[src/rtl/sel_debounce.sv]
// Debounces a raw button and toggles the counter's direction select on every accepted press.
// Define SEL_DEBOUNCE_SYNC_EN to put a 2-flop synchronizer in front of the FSM.
module sel_debounce #(
    parameter int unsigned DEBOUNCE_CYCLES = 16,
    parameter int unsigned CNT_W           = 5,
    parameter logic        SEL_RESET       = 1'b1
) (
    input  logic clk,
    input  logic rst_n,
    input  logic btn_i,
    output logic sel_o,
    output logic stable_o,
    output logic press_o
);

    // state     | meaning
    // IDLE      | debounced level low, button released
    // WAIT_HIGH | button seen high, counting consecutive high samples
    // PRESSED   | debounced level high, button held
    // WAIT_LOW  | button seen low, counting consecutive low samples
    typedef enum logic [1:0] {
        IDLE      = 2'd0,
        WAIT_HIGH = 2'd1,
        PRESSED   = 2'd2,
        WAIT_LOW  = 2'd3
    } state_t;

    localparam logic [CNT_W-1:0] CNT_ONE  = CNT_W'(1);
    localparam logic [CNT_W-1:0] CNT_LAST = CNT_W'(DEBOUNCE_CYCLES - 1);

    logic btn_s;

`ifdef SEL_DEBOUNCE_SYNC_EN
    logic sync_q1;
    logic sync_q2;

    always_ff @(posedge clk) begin
        if (!rst_n) begin
            sync_q1 <= 1'b0;
            sync_q2 <= 1'b0;
        end else begin
            sync_q1 <= btn_i;
            sync_q2 <= sync_q1;
        end
    end

    assign btn_s = sync_q2;
`else
    assign btn_s = btn_i;
`endif

    state_t           state_q, state_d;
    logic [CNT_W-1:0] cnt_q, cnt_d;
    logic             sel_q, sel_d;
    logic             stable_q, stable_d;
    logic             press_q, press_d;

    always_ff @(posedge clk) begin
        if (!rst_n) begin
            state_q  <= IDLE;
            cnt_q    <= '0;
            sel_q    <= SEL_RESET;
            stable_q <= 1'b0;
            press_q  <= 1'b0;
        end else begin
            state_q  <= state_d;
            cnt_q    <= cnt_d;
            sel_q    <= sel_d;
            stable_q <= stable_d;
            press_q  <= press_d;
        end
    end

    always_comb begin
        state_d  = state_q;
        cnt_d    = cnt_q;
        sel_d    = sel_q;
        stable_d = stable_q;
        press_d  = 1'b0;

        case (state_q)
            IDLE: begin
                if (btn_s) begin
                    state_d = WAIT_HIGH;
                    cnt_d   = CNT_ONE;
                end else begin
                    cnt_d   = '0;
                end
            end
            WAIT_HIGH: begin
                if (!btn_s) begin
                    state_d = IDLE;
                    cnt_d   = '0;
                end else if (cnt_q == CNT_LAST) begin
                    // this edge is the DEBOUNCE_CYCLES-th consecutive high sample
                    state_d  = PRESSED;
                    cnt_d    = '0;
                    stable_d = 1'b1;
                    press_d  = 1'b1;
                    sel_d    = ~sel_q;
                end else begin
                    cnt_d = cnt_q + CNT_ONE;
                end
            end
            PRESSED: begin
                if (!btn_s) begin
                    state_d = WAIT_LOW;
                    cnt_d   = CNT_ONE;
                end else begin
                    cnt_d   = '0;
                end
            end
            WAIT_LOW: begin
                if (btn_s) begin
                    state_d = PRESSED;
                    cnt_d   = '0;
                end else if (cnt_q == CNT_LAST) begin
                    state_d  = IDLE;
                    cnt_d    = '0;
                    stable_d = 1'b0;
                end else begin
                    cnt_d = cnt_q + CNT_ONE;
                end
            end
            default: begin
                state_d = IDLE;
                cnt_d   = '0;
            end
        endcase
    end

    assign sel_o    = sel_q;
    assign stable_o = stable_q;
    assign press_o  = press_q;

endmodule

[config.mk]
export PLATFORM = sky130hd
export DESIGN_NAME = sel_debounce
export DESIGN_NICKNAME = d
export VERILOG_FILES = /design/src/rtl/sel_debounce.sv
export SDC_FILE = /design/constraint.sdc
export NUM_CORES = 1
export LEC_CHECK = 0
export ABC_AREA = 1
export BUFFER_PORTS_ARGS = -buffer_cell sky130_fd_sc_hd__buf_2
export CAP_MARGIN = 5
export CORE_AREA = 2 2 39 41
export DETAILED_ROUTE_END_ITERATION = 8
export DIE_AREA = 0 0 41 43
export PLACE_DENSITY = 0.61
export SYNTH_ARGS = -nofsm -noshare
export SYNTH_HDL_FRONTEND = slang
export SYNTH_SLANG_ARGS = --single-unit
[constraint.sdc]
create_clock -name clk -period 1.3 [get_ports clk]
set_clock_uncertainty 0.05 [all_clocks]
set_input_delay 0 -clock clk [delete_from_list [all_inputs] [get_ports clk]]
set_output_delay 0 -clock clk [all_outputs]
set_load 0.01 [all_outputs]
==> impl_results.md <==
- Status: completed
- Mapped Avg Cell Area: around 7.6 µm²
- Most frequent CP cell: nand2_1
- DP Wirelength: 569.2 µm
- Peak VDD IR: 0.0006821 V
- Crit path max fanout: 5
- Setup TNS Final: 0 ps
- Die ar.: 1763 µm²
- Pwr dens: 1137 nW/µm²
- Hold path startpoint: stable_o
- Tcrit/Tclk final: a little over 90%
- Initial cell density of the core: between 30% and 40%
- Achievable Freq: 840.9 MHz
- Crit path kind: reg2reg
- DR vias: 383
- TritonCTS clock tree: done
- Hold Fails Final Rpt: 0
- Max clock buf depth: 2
- Worst r2r dst: sel_o
- Crit-path slowest cell: dfxtp_1
- RSZ-0062 raised after global routing: false
- Mapped Nets: 61
- Synth top area cells: dfxtp_1 (46%), nand2_1 (9.5%), nand3_1 (8.0%)
- Pleak: 0.2350 nW
- Worst slew pin tran: 216.9 ps
- Layer with the highest usage: met2
- Detailed Route WL: 747 µm
- Max-Cap Viols: 0
- Initial antenna violation count: 0
- Routed len/inst: 8.893 µm
- Worst setup EP type: register
- Area share of the largest cell type after synthesis: 45.98%
- Grt total ovfl: 0
- First-pass iteration count of the detailed router: 4
- Yosys cell types: 16
- # clock sinks: 10
- Clk_lat worst skew: between 200 and 300 ps
- Total Power: 619.1 µW
- Final Critical Period: about 1200 ps
- Final ANT Viol Nets: 0
- Worst Path Required: 1400 ps
- Hold EP: stable_o
- Startpoint Class: register
- R2r startpoint: cnt_q[0]
- Cell Rows: 14
- Worst Hold Class: reg2reg
- Synthesized area: 435.4 µm²
- Cell count of the worst reg-to-reg path: 6
- M2 GR Usage: 15.31%
- Max_slew headroom: around 86%
- #FFs+latches synth: 10
- Max Slew Vio Count: 0
- Crit-path cells: ha_2, nand3_2, nor2_4, nand2_1, nand2_1, nand3_1
- FF-to-FF setup slack: 110 ps
- DR iter-0 viols: 8
- Worst Hold Path Cells: 2
- Largest net degree at the start of global routing: 8
- GRT Overall Usage: a little under an eighth
- Ant. Diodes: 0
- Arrival time at the worst endpoint: 1290 ps
- Remaining DRCs: 0
- PortBufs: 5
- Cell taking the most area after synthesis: dfxtp_1
- Core region area: 1384 µm²
- Area grow syn2layout: 25.00%
- CP max stage delay: about 360 ps
- Met1 Resource Use GR: roughly an eighth
- Share of layout cells above drive strength 1: 25.00%
- Final Net Count: 73
- Clock root buffer: clkbuf_4
- Via density: 4.560
- Yosys Warn Count: 0
- First-pass GRT wire length: 1.283 mm
- Die width: 41 µm
- Reg clk slew, reported paths: 70 ps
- Post-synthesis sequential area ratio: 45.98%
- Met3 global-route usage: 7.853%
- Final GP Congestion: between 0.7 and 0.8
- Post-CTS Setup Repair Bufs: 0
- Ports: 6
- Post-synthesis cell count: 57
- Vias in the first global route: 323
- Total CTS buffers: 3
- H-tree depth: 1
- Final setup fails: 0
- Die Span Y: 43 µm
[synthesized netlist by cell type]
master,instances
nand3_1,7
nand2_1,11
o21ai_0,1
inv_1,7
xor2_1,1
a21oi_1,2
nand3_2,1
nand3b_1,1
nor3_2,1
nor2_4,1
nor2_1,9
dfxtp_1,10
nor2_2,2
o21ai_1,1
nand2_2,1
ha_1,1
[per-layer routing]
metal / wire [µm] / part of all wire, %
met1: 360 / 48
met2: 341 / 46
met3: 30 / 4.0
met4: 14 / 1.9
met5: 0 / 0
[critical path, delay by kind of cell (launching register included)]
kind | cells | cell delay (ps)
DFF | 1 | 360
and+or+nand+nor | 5 | 450
adders and majority gates | 1 | 210
[cells by family after synthesis]
| logic type | count (synthesis) | synth area share (%) |
|---|---|---|
| adders and majority gates | 1 | 2.873 |
| xor gates and xnor gates | 1 | 2.012 |
| and+or+nand+nor | 34 | 38.51 |
| AOI/OAI and AO/OA | 4 | 4.596 |
| DFF | 10 | 45.98 |
| buffers and inverters | 7 | 6.036 |
[per-stage QoR]
step / instance area, µm² / hold WS (ps) / util (%) / cells / worst slack, ps
6_report: 544.3 / 423.2 / 39.33 / 84 / 110.7
4_1_cts: 536.8 / 423.5 / 38.79 / 84 / 95.48
2_1_floorplan: 435.4 / 34.61 / - / 57 / 195.4
5_1_grt: 544.3 / 451.1 / 39.33 / 84 / 0.1673
3_5_place_dp: 480.5 / 228.7 / 34.72 / 78 / 105.6
3_3_place_gp: 480.5 / 217.5 / 34.72 / 78 / 144.8
[area by class of cell]
class	instances	area [µm²]
Timing Repair Buffer	7	45.04
Clock buffer	4	36.28
Inverter	7	26.28
Tap cell	16	20.02
Sequential cell	10	200.2
Fill cell	144	839.6
Multi-Input combinational cell	40	216.5
[state kept, by name, summed over array words and instances (netlist names), named ones only]
signal	cells
sel_o	1
cnt_q	5
press_o	1
state_q	1
stable_o	1
[layout by cell type, fill, tap and decap left out]
cell type      instances
inv_1                  7
nand2_2                1
a21oi_1                2
dlygate4sd3_1          2
xor2_1                 1
nor2_1                 9
ha_2                   1
o21ai_1                1
nand2_1               11
buf_2                  5
clkbuf_8               1
dfxtp_1               10
nand3_2                2
nand3_1                6
o21ai_0                1
nor2_4                 1
nor2_2                 2
clkbuf_4               3
nand3b_1               1
nor3_2                 1
[worst max-delay path by stage]
stage          depth (start not counted)  slack [ps]     start  endpoint
3_3_place_gp                           6         140  cnt_q[0]     sel_o
2_1_floorplan                          6         200  cnt_q[0]     sel_o
6_report                               6         110  cnt_q[0]     sel_o
4_1_cts                                6         100  cnt_q[0]     sel_o
3_5_place_dp                           6         110  cnt_q[0]     sel_o
5_1_grt                                6         0.2  cnt_q[0]  register
[power breakdown]
part           switching, mW  total, mW  internal [mW]
combinational         0.0146     0.0262         0.0117
clock                  0.108      0.278          0.170
sequential           0.00442      0.314          0.310
[what timing repair did]
| item | in CTS | in global routing |
|---|---|---|
| setup endpoints to repair | 0 | 1 |
| hold buffers | 2 | 0 |
| resized for setup | 0 | 2 |
| hold endpoints to repair | 4 | 0 |
No activity file was read; power rests on OpenSTA's default activity.
